<file path="config.mk">
export PLATFORM = sky130hd
export DESIGN_NAME = accum_calc_engine
export DESIGN_NICKNAME = d
export VERILOG_FILES = /design/src/rtl/accum_calc_engine.sv
export SDC_FILE = /design/constraint.sdc
export NUM_CORES = 1
export LEC_CHECK = 0
export BUFFER_PORTS_ARGS = -buffer_cell sky130_fd_sc_hd__buf_2
export CELL_PAD_IN_SITES_DETAIL_PLACEMENT = 0
export CELL_PAD_IN_SITES_GLOBAL_PLACEMENT = 2
export CORE_UTILIZATION = 30
export CTS_CLUSTER_SIZE = 40
export DETAILED_ROUTE_END_ITERATION = 12
export GPL_TIMING_DRIVEN = 0
export PLACE_DENSITY_LB_ADDON = 0.1
export SLEW_MARGIN = 20
export SYNTH_ARGS = -nofsm -noshare
export SYNTH_HDL_FRONTEND = slang
export SYNTH_SLANG_ARGS = --single-unit
</file>
<file path="constraint.sdc">
create_clock -name clock -period 4.3 [get_ports clock]
set_input_delay 0.43 -clock clock [delete_from_list [all_inputs] [get_ports clock]]
set_output_delay 0.43 -clock clock [all_outputs]
set_load 0.005 [all_outputs]
</file>
<file path="src/rtl/accum_calc_engine.sv">
// ---------------------------------------------------------------------------
// accum_calc_engine
//
// One matrix-vector pass of the iteration loop: v_new[i] = sum_j Y[i][j]*v_old[j]
// for all N rows. Y and v_old are streamed from single-cycle-latency SRAMs, one
// (i,j) pair per cycle. Each finished row is shifted back to the shared Q
// format, saturated and written into the V section opposite to the one being
// read. One done pulse ends the pass. The block then waits for enable to drop
// before it can be started again.
//
// Ports
//   clock                 rising-edge clock
//   reset                 asynchronous, active-high reset
//   in_enableAccumCalc    level enable from the iteration counter
//   in_vsramSection       V section holding v_old, sampled when a pass starts
//   op_ysram_addr         Y SRAM read address, {i, j}
//   ip_ysram_data         Y SRAM read data (valid one cycle after the address)
//   op_vsram_rd_addr      V SRAM read address, {sec, j}
//   ip_vsram_rd_data      V SRAM read data (valid one cycle after the address)
//   op_vsram_wr_en        V SRAM write strobe, one cycle per row
//   op_vsram_wr_addr      V SRAM write address, {~sec, i}
//   op_vsram_wr_data      saturated row result
//   op_accumCalcDoneFlag  one-cycle pulse after all N rows are written
// ---------------------------------------------------------------------------
module accum_calc_engine #(
    parameter int N      = 16,
    parameter int DATA_W = 16,
    parameter int FRAC_W = 8,
    parameter int ACC_W  = 40
) (
    input  logic                     clock,
    input  logic                     reset,
    input  logic                     in_enableAccumCalc,
    input  logic                     in_vsramSection,
    output logic [2*$clog2(N)-1:0]   op_ysram_addr,
    input  logic [DATA_W-1:0]        ip_ysram_data,
    output logic [$clog2(N):0]       op_vsram_rd_addr,
    input  logic [DATA_W-1:0]        ip_vsram_rd_data,
    output logic                     op_vsram_wr_en,
    output logic [$clog2(N):0]       op_vsram_wr_addr,
    output logic [DATA_W-1:0]        op_vsram_wr_data,
    output logic                     op_accumCalcDoneFlag
);

    localparam int ADDR_W = $clog2(N);

    localparam logic [2:0] S_IDLE     = 3'd0;
    localparam logic [2:0] S_RUN      = 3'd1;
    localparam logic [2:0] S_FLUSH    = 3'd2;
    localparam logic [2:0] S_DONE     = 3'd3;
    localparam logic [2:0] S_WAIT_LOW = 3'd4;

    localparam logic signed [ACC_W-1:0] SAT_MAX =
        {{(ACC_W-DATA_W+1){1'b0}}, {(DATA_W-1){1'b1}}};
    localparam logic signed [ACC_W-1:0] SAT_MIN = ~SAT_MAX;

    localparam logic [ADDR_W-1:0] LAST_IDX = ADDR_W'(N-1);

    // Control state
    logic [2:0]              state_q, state_d;
    logic                    sec_q, sec_d;
    logic [ADDR_W-1:0]       i_q, i_d;          // row of the pair being issued
    logic [ADDR_W-1:0]       j_q, j_d;          // column of the pair being issued
    logic                    flush_q, flush_d;  // second FLUSH cycle

    // Data stage: coordinates of the pair whose SRAM data is arriving now
    logic                    dv_q, dv_d;
    logic [ADDR_W-1:0]       di_q, di_d;
    logic [ADDR_W-1:0]       dj_q, dj_d;
    logic signed [ACC_W-1:0] acc_q, acc_d;

    // Registered outputs
    logic                    wr_en_q, wr_en_d;
    logic [ADDR_W:0]         wr_addr_q, wr_addr_d;
    logic [DATA_W-1:0]       wr_data_q, wr_data_d;
    logic                    done_q, done_d;

    // Datapath
    logic signed [DATA_W-1:0]   y_s, v_s;
    logic signed [2*DATA_W-1:0] prod;
    logic signed [ACC_W-1:0]    prod_ext;
    logic signed [ACC_W-1:0]    sum;
    logic signed [ACC_W-1:0]    shifted;
    logic [DATA_W-1:0]          sat;
    logic                       issue_last;
    logic                       abort;

    assign y_s      = ip_ysram_data;
    assign v_s      = ip_vsram_rd_data;
    assign prod     = (2*DATA_W)'(y_s) * (2*DATA_W)'(v_s);
    assign prod_ext = ACC_W'(prod);
    // The last product of a row is folded in here so the write can be
    // registered in the same cycle the final operand pair arrives.
    assign sum      = acc_q + prod_ext;
    // Arithmetic shift floors toward -inf, matching plain truncation in Q format.
    assign shifted  = sum >>> FRAC_W;

    always_comb begin
        if (shifted > SAT_MAX) begin
            sat = DATA_W'(SAT_MAX);
        end else if (shifted < SAT_MIN) begin
            sat = DATA_W'(SAT_MIN);
        end else begin
            sat = DATA_W'(shifted);
        end
    end

    assign issue_last = (i_q == LAST_IDX) && (j_q == LAST_IDX);
    assign abort      = ((state_q == S_RUN) || (state_q == S_FLUSH)) && !in_enableAccumCalc;

    always_comb begin
        // NOTE: every signal gets a default first so no path through the
        // case/if tree can leave it unassigned and infer a latch.
        state_d   = state_q;
        sec_d     = sec_q;
        i_d       = i_q;
        j_d       = j_q;
        flush_d   = flush_q;
        dv_d      = 1'b0;
        di_d      = i_q;
        dj_d      = j_q;
        acc_d     = acc_q;
        wr_en_d   = 1'b0;
        wr_addr_d = wr_addr_q;
        wr_data_d = wr_data_q;
        done_d    = 1'b0;

        // Accumulate the pair whose data is on the SRAM read ports this cycle.
        if (dv_q) begin
            acc_d = (dj_q == '0) ? prod_ext : sum;
            if (dj_q == LAST_IDX) begin
                wr_en_d   = 1'b1;
                wr_addr_d = {~sec_q, di_q};
                wr_data_d = sat;
            end
        end

        case (state_q)
            S_IDLE: begin
                if (in_enableAccumCalc) begin
                    sec_d   = in_vsramSection;
                    i_d     = '0;
                    j_d     = '0;
                    state_d = S_RUN;
                end
            end
            S_RUN: begin
                if (!in_enableAccumCalc) begin
                    state_d = S_IDLE;
                end else begin
                    // The pair currently on the address bus is captured by the
                    // SRAMs at this edge; its data arrives next cycle.
                    dv_d = 1'b1;
                    if (issue_last) begin
                        flush_d = 1'b0;
                        state_d = S_FLUSH;
                    end else begin
                        // N is a power of two, so j wraps to 0 on its own.
                        j_d = j_q + ADDR_W'(1);
                        if (j_q == LAST_IDX) begin
                            i_d = i_q + ADDR_W'(1);
                        end
                    end
                end
            end
            S_FLUSH: begin
                if (!in_enableAccumCalc) begin
                    state_d = S_IDLE;
                end else if (flush_q) begin
                    done_d  = 1'b1;
                    state_d = S_DONE;
                end else begin
                    flush_d = 1'b1;
                end
            end
            S_DONE: begin
                state_d = S_WAIT_LOW;
            end
            S_WAIT_LOW: begin
                if (!in_enableAccumCalc) begin
                    state_d = S_IDLE;
                end
            end
            default: begin
                state_d = S_IDLE;
            end
        endcase

        // An aborted pass drops its partial row and any pending write.
        if (abort) begin
            dv_d    = 1'b0;
            wr_en_d = 1'b0;
            done_d  = 1'b0;
        end
    end

    // NOTE: sequential state uses non-blocking assignments so every flop
    // samples the pre-edge values regardless of statement order.
    always_ff @(posedge clock or posedge reset) begin
        if (reset) begin
            state_q   <= S_IDLE;
            sec_q     <= 1'b0;
            i_q       <= '0;
            j_q       <= '0;
            flush_q   <= 1'b0;
            dv_q      <= 1'b0;
            di_q      <= '0;
            dj_q      <= '0;
            acc_q     <= '0;
            wr_en_q   <= 1'b0;
            wr_addr_q <= '0;
            wr_data_q <= '0;
            done_q    <= 1'b0;
        end else begin
            state_q   <= state_d;
            sec_q     <= sec_d;
            i_q       <= i_d;
            j_q       <= j_d;
            flush_q   <= flush_d;
            dv_q      <= dv_d;
            di_q      <= di_d;
            dj_q      <= dj_d;
            acc_q     <= acc_d;
            wr_en_q   <= wr_en_d;
            wr_addr_q <= wr_addr_d;
            wr_data_q <= wr_data_d;
            done_q    <= done_d;
        end
    end

    // Read addresses come straight from the issue counters, so they are
    // registered and hold their last value through FLUSH.
    assign op_ysram_addr        = {i_q, j_q};
    assign op_vsram_rd_addr     = {sec_q, j_q};
    assign op_vsram_wr_en       = wr_en_q;
    assign op_vsram_wr_addr     = wr_addr_q;
    assign op_vsram_wr_data     = wr_data_q;
    assign op_accumCalcDoneFlag = done_q;

endmodule

</file>
==> out/metrics.csv, run 1 <==
metric,value,unit
setup ws final,-4.11,ns
CTS buffer count,9,
largest net degree at the start of global routing,56,
Placed Cells,2525,
top_reg_cell synth,dfrtp_1,
share of post-route cells with drive strength above 1,32.7,%
Worst setup SP type,input port,
GPL Wtd Cong,0.814,
#FFs+latches synth,85,
grt total ovfl,0,
ant diodes,0,
total negative setup slack,-152.61,ns
measured slew at the worst slew-check pin,0.925,ns
Reg2Reg Depth,16,
"Max FO, Critical Path",5,
syn nets,2196,
vias in the first global route,13800,
Max-Cap Viols,0,
crit-path max cell delay,0.58,ns
max_slew headroom,38.3,%
CTS tree,built,
Critical path buffers and inverters,10,
clock tree root buffer cell,clkbuf_16,
synth warn,0,
failing checks,negative setup slack,
DRC,0,
post-route cell area,0.0216,mm2
DP HPWL,39.9,mm
final cycle utilization of the critical path,196,%
Detailed Route Iter0 Violations,375,
mapped cell area,0.0156,mm2
Yosys cell types,63,
Vias,12700,
synthesis-to-finish area growth,38.0,%
clock sinks,85,
f_max,119,MHz
cts hold-fix bufs,0,
# rows,83,
"CTS clk-pin slew, worst paths",0.08,ns
CP Class,input port to register,
remaining antenna violation count,0,
wire per inst,18.8,um
CP Depth,37,
Setup Skew,0.0176,ns
Longest Clk Path Bufs,2,
Syn Inst Count,1773,
status,"complete, but fails checks",
Fin. Hold Viols,0,
Initial DRT Pass Iterations,4,
Die X,230,um
# setup viols final,50,
first-pass GRT wire length,80.6,mm
via/cell ratio,4.70,
GR Util All Layers,19.7,%
"Req. time, crit path",4.54,ns
post-layout util,42.0,%
Die Footprint,0.0530,mm2
Syn Area/Cell,8.82,um2
fin nets,2443,
initial core utilization,30.4,%
IO buf count,71,
initial antenna violation count,0,
final WL,50.8,mm
cell family with most CP delay,adder cells,
max-slew violations,0,
Tmin final,8.41,ns
DIE HEIGHT,230,um
IO Count,72,
Setup crit end kind,register,
crit path max-delay cell type,fa_1,
flop2flop setup slack,-0.02,ns
Final Non-Filler Cells,2705,
Placed Area,0.0172,mm2
"EDFF count, synth",0,
H-tree levels,3,
sequential fraction of the synthesis area,13.6,%
CP arrival,8.66,ns
core area,0.0514,mm2
Most Frequent Cell on Critical Path,fa_1,
ys async rst share,100,%
Worst Hold Class,input port to asynchronous set/reset pin,
clk_lat worst skew,0.37,ns
RSZ-0062 raised after global routing,true,
[through the flow]
step	worst slack, ns	hold slack [ns]
finish	-4.11	0.0313
global route	-4.40	0.0494
CTS	-4.24	0.0360
detailed placement	-6.12	0.443
global placement	-6.15	0.449
floorplan	-4.00	0.427
[Yosys cell counts, drive strengths merged (2+ instances only)]
| master | count | area [um2] |
|---|---|---|
| a21oi | 106 | 542 |
| o31a | 2 | 17.5 |
| or4 | 2 | 15.0 |
| o21a | 9 | 67.6 |
| nor2 | 113 | 424 |
| inv | 323 | 1210 |
| o211ai | 12 | 90.1 |
| and2 | 124 | 776 |
| a21boi | 2 | 15.0 |
| o21bai | 8 | 60.1 |
| a21o | 42 | 315 |
| nand2b | 13 | 81.3 |
| nor2b | 4 | 25.0 |
| a31oi | 25 | 171 |
| o2111ai | 3 | 26.3 |
| nand2 | 189 | 709 |
| o21ai | 64 | 324 |
| o22ai | 18 | 113 |
| nand3 | 9 | 45.0 |
| fa | 263 | 5270 |
| clkbuf | 64 | 240 |
| xnor2 | 53 | 464 |
| a211oi | 7 | 52.6 |
| xor2 | 24 | 210 |
| ha | 124 | 1550 |
| nand4 | 15 | 93.8 |
| o31ai | 3 | 36.3 |
| buf | 10 | 65.1 |
| nor4 | 4 | 25.0 |
| mux2 | 9 | 101 |
| or3 | 4 | 25.0 |
| nor3 | 7 | 35.0 |
| or2 | 2 | 12.5 |
| a221o | 2 | 20.0 |
| dfrtp | 85 | 2130 |
| mux2i | 3 | 30.0 |
| and3 | 7 | 43.8 |
| nand4b | 2 | 17.5 |
[layout by cell type (no fill, tap or decap), drive strengths merged, types with 58 or more instances in the layout]
master / n
and2: 124
buf: 261
nand2: 189
o21ai: 64
ha: 124
nor2: 113
dfrtp: 85
clkbuf: 58
a21oi: 106
inv: 326
fa: 263
[final timing paths]
kind / startpoint / to
worst min register to register: di_d[1]$_DFFE_PP0P_ / di_q[1]$_DFF_PP0_
min in group clock: in_vsramSection / sec_q$_DFFE_PP0P_
worst max register to register: acc_q[0]$_DFFE_PP0P_ / op_vsram_wr_data[6]$_DFFE_PP0P_
max in group asynchronous: reset / acc_q[38]$_DFFE_PP0P_
worst max-delay path: ip_vsram_rd_data[6] / op_vsram_wr_data[6]$_DFFE_PP0P_
worst min-delay path: reset / acc_q[6]$_DFFE_PP0P_
[layout make-up]
type                       instances  area [um2]
fill                            5070       29800
timing repair buffer             245        2110
tap                              680         851
clock inverter                     7        68.8
buffer                            65         746
inverter                         323        1220
sequential                        85        2130
multi-input combinational       1291       14200
clock buffer                       9         225
[timing repair]
item / in CTS / in global routing
gates resized for setup: 383 / 243
pin swaps: 173 / 171
cloned: 2 / 0
endpoints found under the setup margin: 51 / 51
buffers inserted: 112 / 68
[registers in the layout, summed over array words and instances (netlist names), 3 cells and up]
name / cells
acc_q: 40
di_d: 4
dj_q: 4
state_q: 3
op_vsram_wr_addr: 5
di_q: 4
op_vsram_wr_data: 16
dj_d: 4
[cells by family after synthesis]
kind of cell,count (synthesis),share of synthesized area [%]
simple gates,499,15.1
buf+inv,397,9.70
fa+ha+maj,387,43.6
compound gates,315,12.7
flops,85,13.6
xor+xnor,78,4.46
mux,12,0.840
[worst register-to-register path: stages, from the launching register on]
cell      delay [ns]
dfrtp_1         0.39
ha_1            0.24
fa_1            0.44
a211oi_1        0.42
o211ai_1        0.28
a31oi_4         0.28
o41ai_4         0.11
buf_4           0.17
a21oi_4         0.17
o21ai_2         0.10
xor2_2          0.17
or4_4           0.50
or3_4           0.39
o31ai_4         0.18
buf_6           0.16
buf_6           0.14
o22ai_2         0.07
[metal layers]
metal	track usage, %	up-vias	routed length [um]
li1	-	6090	-
met5	0	-	0
met3	1.51	40	1050
met1	27.4	6440	24300
met2	33.3	153	24700
met4	4.62	0	806
Power of run 1 is not shown: default switching activity piles up to over one toggle a cycle in this logic, so the estimate is an artifact.
==> inputs of run 2 (changes only) <==
- CORE_MARGIN: unset -> 5
- CORE_UTILIZATION: 30 -> 41
- GPL_ROUTABILITY_DRIVEN: unset -> 0
==> out/metrics.csv, run 2 (synthesized netlist as in run 1, its figures left out) <==
metric,value,unit,change
status,"complete, but fails checks",,unchanged
failing checks,negative setup slack,,unchanged
CP arrival,8.63,ns,was 8.66 ns
Die X,205,um,was 230 um
"Req. time, crit path",4.54,ns,about the same
CTS buffer count,9,,unchanged
Hold WS,0.297,ns,was 0.0313 ns
vias in the first global route,13500,,"was 13,800"
DRC,0,,unchanged
# setup viols final,50,,unchanged
wire per inst,18.6,um,was 18.8 um
"Max FO, Critical Path",5,,unchanged
fin nets,2412,,"was 2,443"
grt total ovfl,0,,unchanged
final cycle utilization of the critical path,195,%,was 196%
r2r startpoint,acc_q[0]$_DFFE_PP0P_,,unchanged
most frequent cells in the layout,"inv_1, fa_1, nand2_1",,unchanged
DP HPWL,36.4,mm,was 39.9 mm
DIE HEIGHT,205,um,was 230 um
crit path max-delay cell type,fa_1,,unchanged
remaining antenna violation count,0,,unchanged
Vias,12700,,about the same
IO buf count,71,,unchanged
ant diodes,0,,unchanged
max reg flops,40,,unchanged
final WL,46.7,mm,was 50.8 mm
crit-path max cell delay,0.56,ns,was 0.58 ns
clock tree root buffer cell,clkbuf_16,,unchanged
setup ws final,-4.09,ns,was -4.11 ns
share of post-route cells with drive strength above 1,29.9,%,was 32.7%
Max-Cap Viols,0,,unchanged
Fin. Hold Viols,0,,unchanged
largest net degree at the start of global routing,68,,was 56
f_max,119,MHz,about the same
Placed Cells,2356,,"was 2,525"
CP Class,input port to register,,unchanged
synthesis-to-finish area growth,32.7,%,was 38.0%
H-tree levels,3,,unchanged
Fill cells,3445,,"was 5,070"
Worst Hold Class,input port to register,,was input port to asynchronous set/reset pin
Setup crit end kind,register,,unchanged
Worst setup startpoint,ip_vsram_rd_data[6],,unchanged
measured slew at the worst slew-check pin,0.917,ns,was 0.925 ns
first-pass GRT wire length,75.3,mm,was 80.6 mm
GR Util All Layers,22.7,%,was 19.7%
initial core utilization,41.5,%,was 30.4%
Detailed Route Iter0 Violations,535,,was 375
core area,0.0377,mm2,was 0.0514 mm2
max_slew headroom,38.4,%,was 38.3%
Longest Clk Path Bufs,2,,unchanged
Setup Skew,0.00830,ns,was 0.0176 ns
RSZ-0062 raised after global routing,true,,unchanged
# rows,71,,was 83
Worst setup SP type,input port,,unchanged
max-slew violations,0,,unchanged
IO Count,72,,unchanged
CTS tree,built,,unchanged
initial antenna violation count,0,,unchanged
via/cell ratio,5.09,,was 4.70
Tmin final,8.39,ns,was 8.41 ns
Most Frequent Cell on Critical Path,fa_1,,unchanged
Die Footprint,0.0422,mm2,was 0.0530 mm2
clk_lat worst skew,0.36,ns,was 0.37 ns
Final Non-Filler Cells,2505,,"was 2,705"
Largest Register,acc_q,,unchanged
"CTS clk-pin slew, worst paths",0.08,ns,about the same
"most common cell after layout, fill and taps aside",inv_1,,unchanged
Hold Startpoint,in_vsramSection,,
Initial DRT Pass Iterations,5,,was 4
clock sinks,85,,unchanged
-- run 2: cell types whose count changed in the layout (fill, tap and decap cells not counted), sizes merged --
cell	delta
clkbuf	-4
dlygate4sd3	+1
buf	-28
-- run 2: per-layer routing --
metal / GRT usage, % / share of wire, %
met2: 37.7 / 48
met3: 2.29 / 3.5
met4: 5.81 / 2.3
met5: 0 / 0
met1: 32.0 / 46
-- run 2: what timing repair did --
item                       CTS  global route
hold buffers                 1             0
setup endpoints to repair   51            51
resized for setup          268           282
hold endpoints to repair    18             0
buffers inserted            71            65
pin swaps                   98           200
cloned                       2             2
-- run 2: through the flow --
stage | setup TNS (ns) | utilization [%] | area [um2] | setup slack [ns]
after floorplan | -142.31 | - | 16000 | -4.00
after global placement | -216.94 | 45.0 | 17000 | -5.87
after detailed placement | -214.30 | 45.1 | 17000 | -5.85
after CTS | -153.85 | 50.6 | 19000 | -4.27
after global routing | -162.93 | 55.1 | 20800 | -4.37
final | -150.12 | 55.1 | 20800 | -4.09
-- run 2: critical path: cells and delay by family --
family	cells	cell delay (ns)
xor gates and xnor gates	2	0.22
and+or+nand+nor	4	1.09
AOI/OAI and AO/OA	13	2.28
adders and majority gates	8	3.46
buffers and inverters	11	1.12
-- run 2: cell type report --
type / count / area, um2 / area share [%]
Buffer: 67 / 711 / 3.42
Clock buffer: 9 / 225 / 1.09
Clock inverter: 7 / 77.6 / 0.374
Inverter: 323 / 1220 / 5.88
Multi-Input combinational cell: 1291 / 14000 / 67.3
Sequential cell: 85 / 2130 / 10.2
Tap cell: 511 / 639 / 3.08
Timing Repair Buffer: 212 / 1790 / 8.62
-- run 2: final timing paths --
| check | to | slack, ns | cells past startpoint |
|---|---|---|---|
| worst min register to register | di_q[1]$_DFF_PP0_ | 0.47 | 0 |
| worst max-delay path | op_vsram_wr_data[6]$_DFFE_PP0P_ | -4.09 | 38 |
| min in group asynchronous | op_vsram_wr_addr[0]$_DFFE_PP0P_ | 0.56 | 3 |
| worst min-delay path | sec_q$_DFFE_PP0P_ | 0.30 | 2 |
| worst max register to register | op_vsram_wr_data[6]$_DFFE_PP0P_ | -0.04 | 16 |
| max in group asynchronous | acc_q[29]$_DFFE_PP0P_ | 3.14 | 4 |
Power of run 2 is left out for the same reason.
==> inputs of run 3 (changes only) <==
- PLACE_DENSITY: unset -> 0.9
- PLACE_DENSITY_LB_ADDON: 0.1 -> unset
==> out/metrics.csv, run 3 (synthesized netlist as in run 1, its figures left out) <==
metric,value,unit,change
core area,0.0377,mm2,unchanged
crit path max-delay cell type,fa_2,,was fa_1
DP HPWL,35.4,mm,was 36.4 mm
measured slew at the worst slew-check pin,0.844,ns,was 0.917 ns
"Req. time, crit path",4.53,ns,was 4.54 ns
initial antenna violation count,0,,unchanged
Die Footprint,0.0422,mm2,unchanged
wire per inst,18.4,um,was 18.6 um
H-tree levels,3,,unchanged
initial core utilization,41.5,%,unchanged
fin nets,2407,,"was 2,412"
Final Non-Filler Cells,2500,,"was 2,505"
clock sinks,85,,unchanged
CTS buffer count,9,,unchanged
Worst Hold Class,input port to asynchronous set/reset pin,,was input port to register
synthesis-to-finish area growth,29.9,%,was 32.7%
Detailed Route Iter0 Violations,695,,was 535
IO Count,72,,unchanged
status,"complete, but fails checks",,unchanged
Die X,205,um,unchanged
clk_lat worst skew,0.35,ns,was 0.36 ns
# rows,71,,unchanged
most frequent cells in the layout,"inv_1, fa_1, nand2_1",,unchanged
max_slew headroom,43.7,%,was 38.4%
"most common cell after layout, fill and taps aside",inv_1,,unchanged
grt total ovfl,0,,unchanged
# setup viols final,49,,was 50
cts hold-fix bufs,0,,was 1
crit-path max cell delay,0.57,ns,was 0.56 ns
CTS tree,built,,unchanged
vias in the first global route,13800,,"was 13,500"
first-pass GRT wire length,73.7,mm,was 75.3 mm
"Max FO, Critical Path",10,,was 5
Longest Clk Path Bufs,2,,unchanged
ant diodes,0,,unchanged
max reg flops,40,,unchanged
Setup crit end kind,register,,unchanged
Largest Register,acc_q,,unchanged
"CTS clk-pin slew, worst paths",0.08,ns,about the same
final cycle utilization of the critical path,199,%,was 195%
CP Class,input port to register,,unchanged
setup ws final,-4.25,ns,was -4.09 ns
f_max,117,MHz,was 119 MHz
Max-Cap Viols,0,,unchanged
final WL,46.1,mm,was 46.7 mm
Placed Cells,2356,,unchanged
post-route cell area,0.0203,mm2,was 0.0208 mm2
Worst setup SP type,input port,,unchanged
via/cell ratio,5.21,,was 5.09
max-slew violations,0,,unchanged
Initial DRT Pass Iterations,5,,unchanged
GR Util All Layers,22.0,%,was 22.7%
pre-CTS WS,-5.97,ns,was -5.85 ns
flop2flop setup slack,0.06,ns,was -0.04 ns
RSZ-0062 raised after global routing,true,,unchanged
failing checks,negative setup slack,,unchanged
Fin. Hold Viols,0,,unchanged
Fill cells,3433,,"was 3,445"
largest net degree at the start of global routing,58,,was 68
IO buf count,71,,unchanged
remaining antenna violation count,0,,unchanged
Setup Skew,0.00970,ns,was 0.00830 ns
share of post-route cells with drive strength above 1,26.2,%,was 29.9%
Tmin final,8.55,ns,was 8.39 ns
Vias,13000,,"was 12,700"
DIE HEIGHT,205,um,unchanged
Placed Area,0.0170,mm2,about the same
DRC,0,,unchanged
CP arrival,8.78,ns,was 8.63 ns
clock tree root buffer cell,clkbuf_16,,unchanged
[run 3: final timing paths]
path,start,end,cells past startpoint
hold / removal,reset,acc_q[6]$_DFFE_PP0P_,2
setup / recovery,ip_ysram_data[12],op_vsram_wr_data[4]$_DFFE_PP0P_,35
max in group asynchronous,reset,op_vsram_wr_data[12]$_DFFE_PP0P_,3
setup reg to reg,acc_q[0]$_DFFE_PP0P_,op_vsram_wr_data[4]$_DFFE_PP0P_,15
min in group clock,in_vsramSection,sec_q$_DFFE_PP0P_,2
hold reg to reg,dj_d[3]$_DFFE_PP0P_,dj_q[3]$_DFF_PP0_,0
[run 3: layer usage]
| metal | share of wire [%] | vias up | global-route usage, % |
|---|---|---|---|
| met4 | 2.8 | 0 | 6.32 |
| li1 | - | 6017 | - |
| met3 | 4.9 | 83 | 3.15 |
| met1 | 44 | 6585 | 30.7 |
| met5 | 0 | - | 0 |
| met2 | 48 | 352 | 35.8 |
[run 3: worst max-delay path: cells and delay by family]
kind	cells	cell delay, ns
xor+xnor	2	0.30
simple gates	4	1.25
buf+inv	9	1.13
compound gates	12	2.05
fa+ha+maj	8	3.59
[run 3: final cells by class]
class | instances | area (um2) | share of cell area (%)
Clock buffer | 9 | 225 | 1.11
Multi-Input combinational cell | 1291 | 13600 | 67.1
Inverter | 323 | 1220 | 5.99
Sequential cell | 85 | 2130 | 10.5
Tap cell | 511 | 639 | 3.15
Buffer | 66 | 679 | 3.34
Clock inverter | 7 | 86.3 | 0.425
Timing Repair Buffer | 208 | 1720 | 8.45
[run 3: stage by stage]
stage	hold WS, ns	TNS (ns)	utilization [%]
floorplan	0.427	-142.31	-
global placement	0.449	-215.34	45.0
detailed placement	0.442	-214.95	45.1
CTS	0.0875	-155.04	50.6
global route	0.103	-166.55	53.9
finish	0.0709	-153.31	53.9
[run 3: timing repair]
action | CTS | global route
pin swaps | 99 | 139
gates resized for setup | 262 | 165
endpoints found under the setup margin | 51 | 51
cloned | 2 | 4
buffers inserted | 71 | 63
Power of run 3 is left out for the same reason.
